[config.mk]
export PLATFORM = sky130hd
export DESIGN_NAME = decoder_3to8_buf
export DESIGN_NICKNAME = d
export VERILOG_FILES = /design/src/rtl/decoder_3to8_buf.sv
export SDC_FILE = /design/constraint.sdc
export NUM_CORES = 1
export LEC_CHECK = 0
export ABC_AREA = 0
export BUFFER_PORTS_ARGS = -buffer_cell sky130_fd_sc_hd__buf_4
export CAP_MARGIN = 30
export CORE_MARGIN = 3
export CORE_UTILIZATION = 30
export CTS_BUF_LIST = sky130_fd_sc_hd__clkbuf_2 sky130_fd_sc_hd__clkbuf_4 sky130_fd_sc_hd__clkbuf_8
export CTS_CLUSTER_DIAMETER = 30
export DETAILED_ROUTE_END_ITERATION = 16
export SLEW_MARGIN = 20
export SYNTH_ARGS = -nofsm -noshare
export SYNTH_HDL_FRONTEND = slang
export SYNTH_SLANG_ARGS = --single-unit
[constraint.sdc]
create_clock -name clk -period 1.6 [get_ports clk]
set_clock_uncertainty 0.1 [all_clocks]
set_input_delay 0.32 -clock clk [delete_from_list [all_inputs] [get_ports clk]]
set_output_delay 0.32 -clock clk [all_outputs]
set_load 0.05 [all_outputs]
[src/rtl/decoder_3to8_buf.sv]
// Registered 3-to-8 one-hot decoder with valid/ready input and a 2-entry output FIFO.
// Optional even-parity checking on the input code is enabled by defining DEC_PARITY_EN.
module decoder_3to8_buf #(
    parameter int unsigned CNT_W          = 8,
    parameter bit          ACTIVE_LOW_OUT = 1'b0
) (
    input  logic             clk,
    input  logic             rst_n,
    input  logic             en,
    input  logic             flush,
    input  logic             in_valid,
    output logic             in_ready,
    input  logic [2:0]       in_code,
`ifdef DEC_PARITY_EN
    input  logic             in_par,
    output logic             par_err,
`endif
    output logic             out_valid,
    input  logic             out_ready,
    output logic [0:7]       out_onehot,
    output logic [1:0]       occ,
    output logic [CNT_W-1:0] xfer_cnt
);

    localparam int unsigned DEPTH = 2;

    logic [0:7] mem [DEPTH];
    logic       wr_ptr;
    logic       rd_ptr;
    logic [0:7] dec_word;
    logic [0:7] head_word;
    logic       par_ok;
    logic       push_hs;
    logic       push;
    logic       pop;

    assign in_ready  = en && (occ != 2'd2);
    assign out_valid = (occ != 2'd0);
    assign push_hs   = in_valid && in_ready;
    assign pop       = out_valid && out_ready;

`ifdef DEC_PARITY_EN
    assign par_ok = ~(^{in_code, in_par});
`else
    assign par_ok = 1'b1;
`endif

    // A word with bad parity completes its handshake but is dropped.
    assign push = push_hs && par_ok;

    always_comb begin
        dec_word          = '0;
        dec_word[in_code] = 1'b1;
    end

    // Idle value is forced whenever the FIFO is empty so no stale word leaks out.
    assign head_word  = out_valid ? mem[rd_ptr] : '0;
    assign out_onehot = ACTIVE_LOW_OUT ? ~head_word : head_word;

    always_ff @(posedge clk or negedge rst_n) begin
        if (!rst_n) begin
            mem[0]   <= '0;
            mem[1]   <= '0;
            wr_ptr   <= 1'b0;
            rd_ptr   <= 1'b0;
            occ      <= 2'd0;
            xfer_cnt <= '0;
        end else if (flush) begin
            wr_ptr <= 1'b0;
            rd_ptr <= 1'b0;
            occ    <= 2'd0;
        end else begin
            if (push) begin
                mem[wr_ptr] <= dec_word;
                wr_ptr      <= ~wr_ptr;
            end
            if (pop) begin
                rd_ptr   <= ~rd_ptr;
                xfer_cnt <= xfer_cnt + CNT_W'(1);
            end
            unique case ({push, pop})
                2'b10:   occ <= occ + 2'd1;
                2'b01:   occ <= occ - 2'd1;
                default: occ <= occ;
            endcase
        end
    end

`ifdef DEC_PARITY_EN
    // Sticky error flag; only flush or reset clear it.
    always_ff @(posedge clk or negedge rst_n) begin
        if (!rst_n) begin
            par_err <= 1'b0;
        end else if (flush) begin
            par_err <= 1'b0;
        end else if (push_hs && !par_ok) begin
            par_err <= 1'b1;
        end
    end
`endif

endmodule

After elaboration in Yosys (flattened, before gate mapping) --
Index checks and enable logic that the tools add are counted. W data, S select, Z words.
Storage, ports and cells: word-level logic and storage cells 49, register bits after elaboration 28, output and inout bits 20
Operators by class: $lt $le $gt $ge 5, equal/unequal tests 3, reduce and logical (&&, ||, !) cells 11, bitwise operators 6, add/subtract/negate cells 3, multiplexer cells 15
Operator list (number):
- $mux W8 | 5
- $bwmux W16 | 1
- $add A8 B1 Y8 const B | 1
- $demux W8 S1 | 1
- $reduce_bool A2 Y1 | 3
- $logic_and A1 B1 Y1 | 5
- $mux W1 | 5
- $ge A2 B2 Y1 const B | 2
- $ge A4 B4 Y1 const B | 1
- $lt A4 B1 Y1 const B | 1
- $not A1 Y2 | 2
- $not A3 Y4 | 1
- $pmux W2 S2 | 1
- $reduce_and A2 Y1 | 2
- $demux W1 S3 | 1
- $not A1 Y1 | 3
- $reduce_bool A3 Y1 | 1
- $add A2 B1 Y2 const B | 1
- $eq A2 B1 Y1 const B | 1
- $eq A2 B2 Y1 const B | 1
- $lt A2 B1 Y1 const B | 1
- $mux W2 | 1
- $ne A2 B2 Y1 const B | 1
- $sub A2 B1 Y2 const B | 1

Logic depth before layout (Yosys ltp) --
Gate-level depths: netlist of the first run.
depth after elaboration 6, depth in mapped cells 4

Worst setup path after synthesis of the first run --
Ideal clock, no wire load.
path kind reg2out, from register occ[1], to output port out_onehot[0] in the netlist's numbering, required time 1.180 ns, path buffers 1, cell stages (with the launch flop) 4, arrival 1.646 ns, path slack -0.466 ns, path through dfrtp_1 > buf_4 > nor2_1 > nor2_1
On the way: cells in the longest elaborated chain, start to end 2
Ends and longest elaborated chain:
- start, declared | line 21 | output logic [1:0] occ,
- start signal, assigned | line 82 | 2'b10: occ <= occ + 2'd1;
- start signal, assigned | line 83 | 2'b01: occ <= occ - 2'd1;
- $reduce_bool A2 Y1 | line 38 | assign out_valid = (occ != 2'd0);
- $mux W8 | line 57 | assign head_word = out_valid ? mem[rd_ptr] : '0;
- end, declared | line 20 | output logic [0:7] out_onehot,
No other way between the ends.

Worst setup path in the final report of the first run --
from register rd_ptr, to output port out_onehot[0] in the netlist's numbering
On the way: cells in the longest elaborated chain, start to end 5
Ends and longest elaborated chain:
- start, declared | line 29 | logic rd_ptr;
- start signal, assigned | line 78 | rd_ptr <= ~rd_ptr;
- $not A1 Y2 (not written as such) | line 57
- $mux W8 (not written as such) (3 in a row) | line 57
- $mux W8 | line 57
No other way between the ends. The select of a mux whose other input is x is not followed.

==> impl_metrics.env, run 1 <==
export IMPL_status="finished with violations"
export IMPL_violations="setup timing"
export IMPL_fin_util_pct=43.9
export IMPL_synth_top_area_share_pct=49.0
export IMPL_via_per_inst=5.00
export IMPL_maxSlewViolCount=0
export IMPL_drtIter0Drc=84
export IMPL_relSlewSlack_pct=76.4
export IMPL_multiInputGateArea_um2=782
export IMPL_grt_overflow=0
export IMPL_synth_fa_ha_area_share_pct=0.876
export IMPL_die_area_um2=5630
export IMPL_holdPathEnd="occ[1]"
export IMPL_use_met3_pct=1.47
export IMPL_synth_mux_area_share_pct=19.0
export IMPL_dp_cells=204
export IMPL_synth_compound_area_share_pct=3.85
export IMPL_timing_final_ws_setup_ns=-0.0772
export IMPL_finalCritPeriodShare_pct=105
export IMPL_clkTransAtPathRegs_ns=0.09
export IMPL_critPathMaxFanout=4
export IMPL_p_clk_share_pct=21.1
export IMPL_met1_usage_pct=16.5
export IMPL_ys_ff_latch=28
export IMPL_final_cell_mix="dfrtp_1, buf_4, mux2_2"
export IMPL_grt_pass1_vias=1080
export IMPL_synth_avg_cell_area_um2=11.3
export IMPL_ys_seq_area_share_pct=49.0
export IMPL_regArea_um2=703
export IMPL_syn_num_nets=136
export IMPL_placement_io_buffers=28
export IMPL_r2r_slack_ns=0.07
export IMPL_die_w_um=75.0
export IMPL_worstPathArrival_ns=1.26
export IMPL_fin_cells=213
export IMPL_synth_top_family_by_area="multiplexers"
export IMPL_clock_latency_ns=0.27
export IMPL_start_kind="register"
export IMPL_clock_path_buffers=2
export IMPL_io_pin_count=29
export IMPL_setup_viol_count_final=9
export IMPL_drtPass1Iterations=6
export IMPL_drive_gt1_share_pct=51.6
export IMPL_netlist_instances=126
export IMPL_numCtsBuffers=3
export IMPL_hp_start="flush"
export IMPL_dpl_hpwl_um=2250
export IMPL_ys_types=33
export IMPL_hold_depth=2
export IMPL_gp_congestion=0.713
export IMPL_cts_sinks=28
export IMPL_drc=0
export IMPL_cp_required_ns=1.18
export IMPL_worstSetupEndpointType="output pin"
export IMPL_busiest_layer="met2"
export IMPL_cts_root_buffer="clkbuf_8"
export IMPL_switching_share_pct=36.4
export IMPL_yosys_area_top_type="dfrtp_1"
export IMPL_fillers=424
export IMPL_layout_commonest_cell="dfrtp_1"
export IMPL_max_cap_viol_count=0
export IMPL_yosysWarnings=0
export IMPL_power_switching_mw=0.742
export IMPL_p_comb_share_pct=34.3
export IMPL_die_h_um=75.0
export IMPL_core_area_um2=4470
export IMPL_met2_usage_pct=18.5
export IMPL_min_period_ns=1.68
export IMPL_synth_area_top_cells="dfrtp_1, mux2_2, mux2i_1, xor2_1, nor2_1"
export IMPL_wire_per_inst_um=14.7
export IMPL_via_count=1065
export IMPL_ir_worst_vdd_v=0.000419
export IMPL_htreeDepth=1
export IMPL_crit_type="reg2out"
export IMPL_initial_utilization_pct=31.9
export IMPL_syn_area_um2=1430
export IMPL_internal_power_mw=1.30
export IMPL_power_frac_seq_pct=44.6
export IMPL_area_growth_pct=37.6
export IMPL_antenna_cells=0
export IMPL_min_path_type="in2reg"
export IMPL_routed_wl_um=3130
export IMPL_cts_tree="done"
export IMPL_r2r_start="occ[0]"
export IMPL_tightest_slew_ns=0.353
export IMPL_p_leak_nw=0.891
export IMPL_r2r_end="mem[0]"
export IMPL_rows=24
export IMPL_fmax_ghz=0.596
export IMPL_rsz0062_at_grt="true"
export IMPL_grt_usage_pct=11.7
export IMPL_synth_simple_area_share_pct=18.6
export IMPL_antenna_found_initial=0
export IMPL_ant_nets=0
export IMPL_worstRegToRegCells=4
export IMPL_grt_start_max_net_pins=29
export IMPL_synthXorXnorAreaFrac_pct=4.90
export IMPL_hold_violations=0
export IMPL_final_nets=172
export IMPL_grt_pass1_wl_um=5140
export IMPL_power_density_nw_per_um2=1040
==> worst max-delay path, cell delays in order (launching register included) <==
cell and delay [ns]:
dfrtp_1 0.41, buf_6 0.15, mux2i_4 0.19, nor2_4 0.08, buf_6 0.16
==> cell families (layout without fill, tap and decap cells) <==
| group | after synthesis | in the layout |
|---|---|---|
| flip-flops | 28 | 28 |
| adder cells (fa/ha/maj) | 1 | 1 |
| buffers and inverters | 10 | 45 |
| multiplexers | 25 | 25 |
| AO/OA/AOI/OAI | 8 | 8 |
| AND/OR/NAND/NOR | 46 | 46 |
| XOR/XNOR | 8 | 8 |
==> synthesized netlist by cell type <==
cell type and n:
buf_2 1, nand4b_1 1, buf_4 4, mux2i_1 8, nand4_1 1, nor3_1 1, mux2_2 17, nand3_1 2
nor3b_1 4, nand2_1 7, a31oi_1 1, nand3b_1 2, xor2_1 7, o21ai_2 1, nor2b_1 2, and3_1 1
nand4_2 2, a21o_1 2, clkbuf_1 1, inv_1 3, and3b_1 1, nor2_1 14, o31ai_1 1, nor2_2 1
or4_1 1, ha_1 1, xnor2_1 1, nand2b_4 1, dfrtp_1 28, nor4_1 5, a21oi_1 2, inv_2 1
o211ai_1 1
==> layout make-up <==
| class | instances | area share, % |
|---|---|---|
| well taps | 52 | 3.31 |
| flip-flops and latches | 28 | 35.8 |
| multi-input cells | 88 | 39.8 |
| inverters | 4 | 0.955 |
| clock buffers | 4 | 2.80 |
| repair buffers | 37 | 17.4 |
==> power groups by stage <==
stage | Sequential, mW | Combinational [mW] | Clock (mW)
after floorplan | 1.09 | 0.263 | 0
after CTS | 0.906 | 0.691 | 0.444
after global routing | 0.928 | 0.742 | 0.465
after global placement | 0.910 | 0.640 | 0
after detailed placement | 0.917 | 0.654 | 0
final | 0.909 | 0.699 | 0.430
==> metal layers <==
layer | up-vias | wire length, um
li1 | 511 | -
met1 | 532 | 1370
met2 | 18 | 1620
met3 | 4 | 94
met4 | 0 | 45
met5 | - | 0
==> registers in the layout, summed over array words and instances (netlist names) <==
signal,flops
mem,16
xfer_cnt,8
occ,2
rd_ptr,1
wr_ptr,1
==> through the flow <==
step	total power, mW	instance area, um2	worst slack (ns)	hold WS, ns	TNS (ns)
after floorplan	1.35	1480	-0.119	-0.0756	-0.334
after global placement	1.55	1750	0.148	0.150	0
after detailed placement	1.57	1750	0.0880	0.156	0
after CTS	2.04	1920	-0.0964	0.111	-0.707
after global routing	2.13	1970	-0.149	0.111	-1.20
final	2.04	1970	-0.0772	0.117	-0.595
==> how the worst max path moves through the flow <==
stage / startpoint / endpoint / slack, ns / cells after the start
floorplan: occ[0] / out_valid / -0.12 / 3
global placement: flush / mem[7] / 0.15 / 4
detailed placement: occ[0] / mem[3] / 0.09 / 3
CTS: rd_ptr / out_onehot[1] / -0.1 / 4
global route: rd_ptr / out_onehot[2] / -0.15 / 4
finish: rd_ptr / out_onehot[0] / -0.08 / 4
==> repair_timing <==
item,4_1_cts,5_1_grt
setup endpoints to repair,10,30
pin swaps,0,1
hold buffers,1,0
gates resized for setup,18,8
buffers inserted,4,1
hold endpoints to repair,28,0
No activity file was read; power rests on OpenSTA's default activity.
==> run 2: changes to the inputs <==
--- a/config.mk
+++ b/config.mk
@@ -13,6 +13,7 @@
 export CTS_BUF_LIST = sky130_fd_sc_hd__clkbuf_2 sky130_fd_sc_hd__clkbuf_4 sky130_fd_sc_hd__clkbuf_8
 export CTS_CLUSTER_DIAMETER = 30
 export DETAILED_ROUTE_END_ITERATION = 16
+export GPL_ROUTABILITY_DRIVEN = 0
 export SLEW_MARGIN = 20
 export SYNTH_ARGS = -nofsm -noshare
 export SYNTH_HDL_FRONTEND = slang
==> constraint.sdc (replaced) <==
create_clock -name clk -period 1.8 [get_ports clk]
set_clock_uncertainty 0.1 [all_clocks]
set_input_delay 0.36 -clock clk [delete_from_list [all_inputs] [get_ports clk]]
set_output_delay 0.36 -clock clk [all_outputs]
set_load 0.05 [all_outputs]
==> run 2 against run 1 <==
- the run now ends clean
- non-clock buffer count unchanged
- clock-buffer cell count stayed put
- total power fell by 13%
- wire length shrank 5.7%
- critical endpoint is now out_valid
- largest power group unchanged
- final cell count stayed put
- register-to-register slack better by 0.11 ns
- setup slack improved by 0.13 ns
- core utilization shrank 1.9 points
- combinational power down 15%
- die area unchanged
- via count down 0.47%
- worst hold slack better by 0.12 ns
==> impl_metrics.env, run 2 (same netlist as run 1, synthesis figures left out) <==
export IMPL_final_cell_mix="buf_4, dfrtp_1, mux2_2"
export IMPL_die_w_um=75.0
export IMPL_drc=0
export IMPL_clkTransAtPathRegs_ns=0.09
export IMPL_dpl_hpwl_um=2130
export IMPL_top_layer="met3"
export IMPL_wl_met3_um=160
export IMPL_grt_pass1_wl_um=5090
export IMPL_critPathMaxFanout=9
export IMPL_grt_start_max_net_pins=29
export IMPL_drive_gt1_share_pct=50.9
export IMPL_htreeDepth=1
export IMPL_cts_root_buffer="clkbuf_8"
export IMPL_max_stage_delay_ns=0.48
export IMPL_finalPower_mw=1.78
export IMPL_crit_type="reg2out"
export IMPL_min_period_ns=1.75
export IMPL_cp_slowest_cell="dfrtp_2"
export IMPL_final_nets=172
export IMPL_worstSetupEndpointType="output pin"
export IMPL_die_h_um=75.0
export IMPL_placement_io_buffers=28
export IMPL_wl_met2_um=1400
export IMPL_clock_path_buffers=2
export IMPL_fmax_ghz=0.571
export IMPL_grt_pass1_vias=1079
export IMPL_clock_latency_ns=0.27
export IMPL_via_per_inst=4.98
export IMPL_initial_utilization_pct=31.9
export IMPL_cp_required_ns=1.34
export IMPL_cts_sinks=28
export IMPL_io_pin_count=29
export IMPL_core_area_um2=4470
export IMPL_maxSlewViolCount=0
export IMPL_drt_met1_wl_um=1390
export IMPL_top_regs="mem x16, xfer_cnt x8, occ x2"
export IMPL_timing_final_ws_setup_ns=0.0479
export IMPL_setup_viol_count_final=0
export IMPL_routed_wl_um=2950
export IMPL_status="finished clean"
export IMPL_largest_reg_flops=16
export IMPL_drtPass1Iterations=4
export IMPL_tightest_slew_ns=0.378
export IMPL_die_area_um2=5630
export IMPL_finalCritPeriodShare_pct=97.3
export IMPL_top_register="mem"
export IMPL_worstPathArrival_ns=1.29
export IMPL_rows=24
export IMPL_grt_usage_pct=11.5
export IMPL_layout_commonest_cell="buf_4"
export IMPL_dp_slack_ns=0.177
export IMPL_hold_violations=0
export IMPL_antenna_cells=0
export IMPL_fillers=430
export IMPL_grt_overflow=0
export IMPL_min_path_type="in2reg"
export IMPL_start_kind="register"
export IMPL_p_leak_nw=0.876
export IMPL_drtIter0Drc=48
export IMPL_antenna_found_initial=0
export IMPL_via_count=1060
export IMPL_numCtsBuffers=3
export IMPL_relSlewSlack_pct=74.8
export IMPL_ant_nets=0
export IMPL_dp_cells=201
export IMPL_area_growth_pct=31.6
export IMPL_fin_cells=213
export IMPL_max_cap_viol_count=0
export IMPL_power_density_nw_per_um2=946
export IMPL_ir_worst_vdd_v=0.000872
export IMPL_critical_path_cell_chain="nor2_4 -> buf_12 -> clkinvlp_4 -> buf_4"
export IMPL_cts_tree="done"
export IMPL_wire_per_inst_um=13.9
## run 2: power breakdown
part	switching, mW	internal (mW)
Sequential	0.0886	0.718
Clock	0.184	0.196
Combinational	0.369	0.222
## run 2: what timing repair did
| item | in CTS | in global routing |
|---|---|---|
| pin swaps | 1 | 0 |
| setup endpoints to repair | 10 | 9 |
| endpoints found under the hold margin | 28 | 0 |
| gates resized for setup | 2 | 8 |
| hold buffers | 1 | 0 |
| gates cloned | 0 | 0 |
| buffers inserted | 1 | 6 |
## run 2: area by class of cell
cell class | count | area (um2) | share of cell area (%)
Multi-Input combinational cell | 88 | 731 | 38.9
Sequential cell | 28 | 703 | 37.4
Timing Repair Buffer | 37 | 308 | 16.4
Tap cell | 52 | 65.1 | 3.46
Clock buffer | 4 | 55.1 | 2.93
Inverter | 4 | 18.8 | 0.998
## run 2: through the flow
step	TNS, ns	hold slack (ns)	utilization, %	area [um2]
2_1_floorplan	0	-0.0356	-	1470
3_3_place_gp	0	0.197	38.3	1710
3_5_place_dp	0	0.207	38.3	1710
4_1_cts	0	0.232	40.4	1810
5_1_grt	-0.00873	0.244	42.0	1880
6_report	0	0.238	42.0	1880
## run 2: metal layers
layer | vias up | global-route usage, %
li1 | 510 | -
met1 | 520 | 15.2
met2 | 30 | 20.0
met3 | 0 | 3.07
met4 | 0 | 0
met5 | - | 0
## run 2: final timing paths
path / from / endpoint / slack [ns] / cells past startpoint
max in group asynchronous: rst_n / occ[1] / 0.88 / 2
worst max-delay path: occ[0] / out_valid / 0.05 / 4
min in group asynchronous: rst_n / mem[9] / 0.43 / 2
worst min-delay path: flush / occ[0] / 0.24 / 2
worst max register to register: occ[0] / mem[8] / 0.18 / 4
worst min register to register: xfer_cnt[7] / xfer_cnt[7] / 0.38 / 1
## run 2: worst max-delay path, delay by kind of cell (launching register included)
family                 cells  cell delay, ns
buffers and inverters      3            0.40
flip-flops                 1            0.48
AND/OR/NAND/NOR            1            0.15
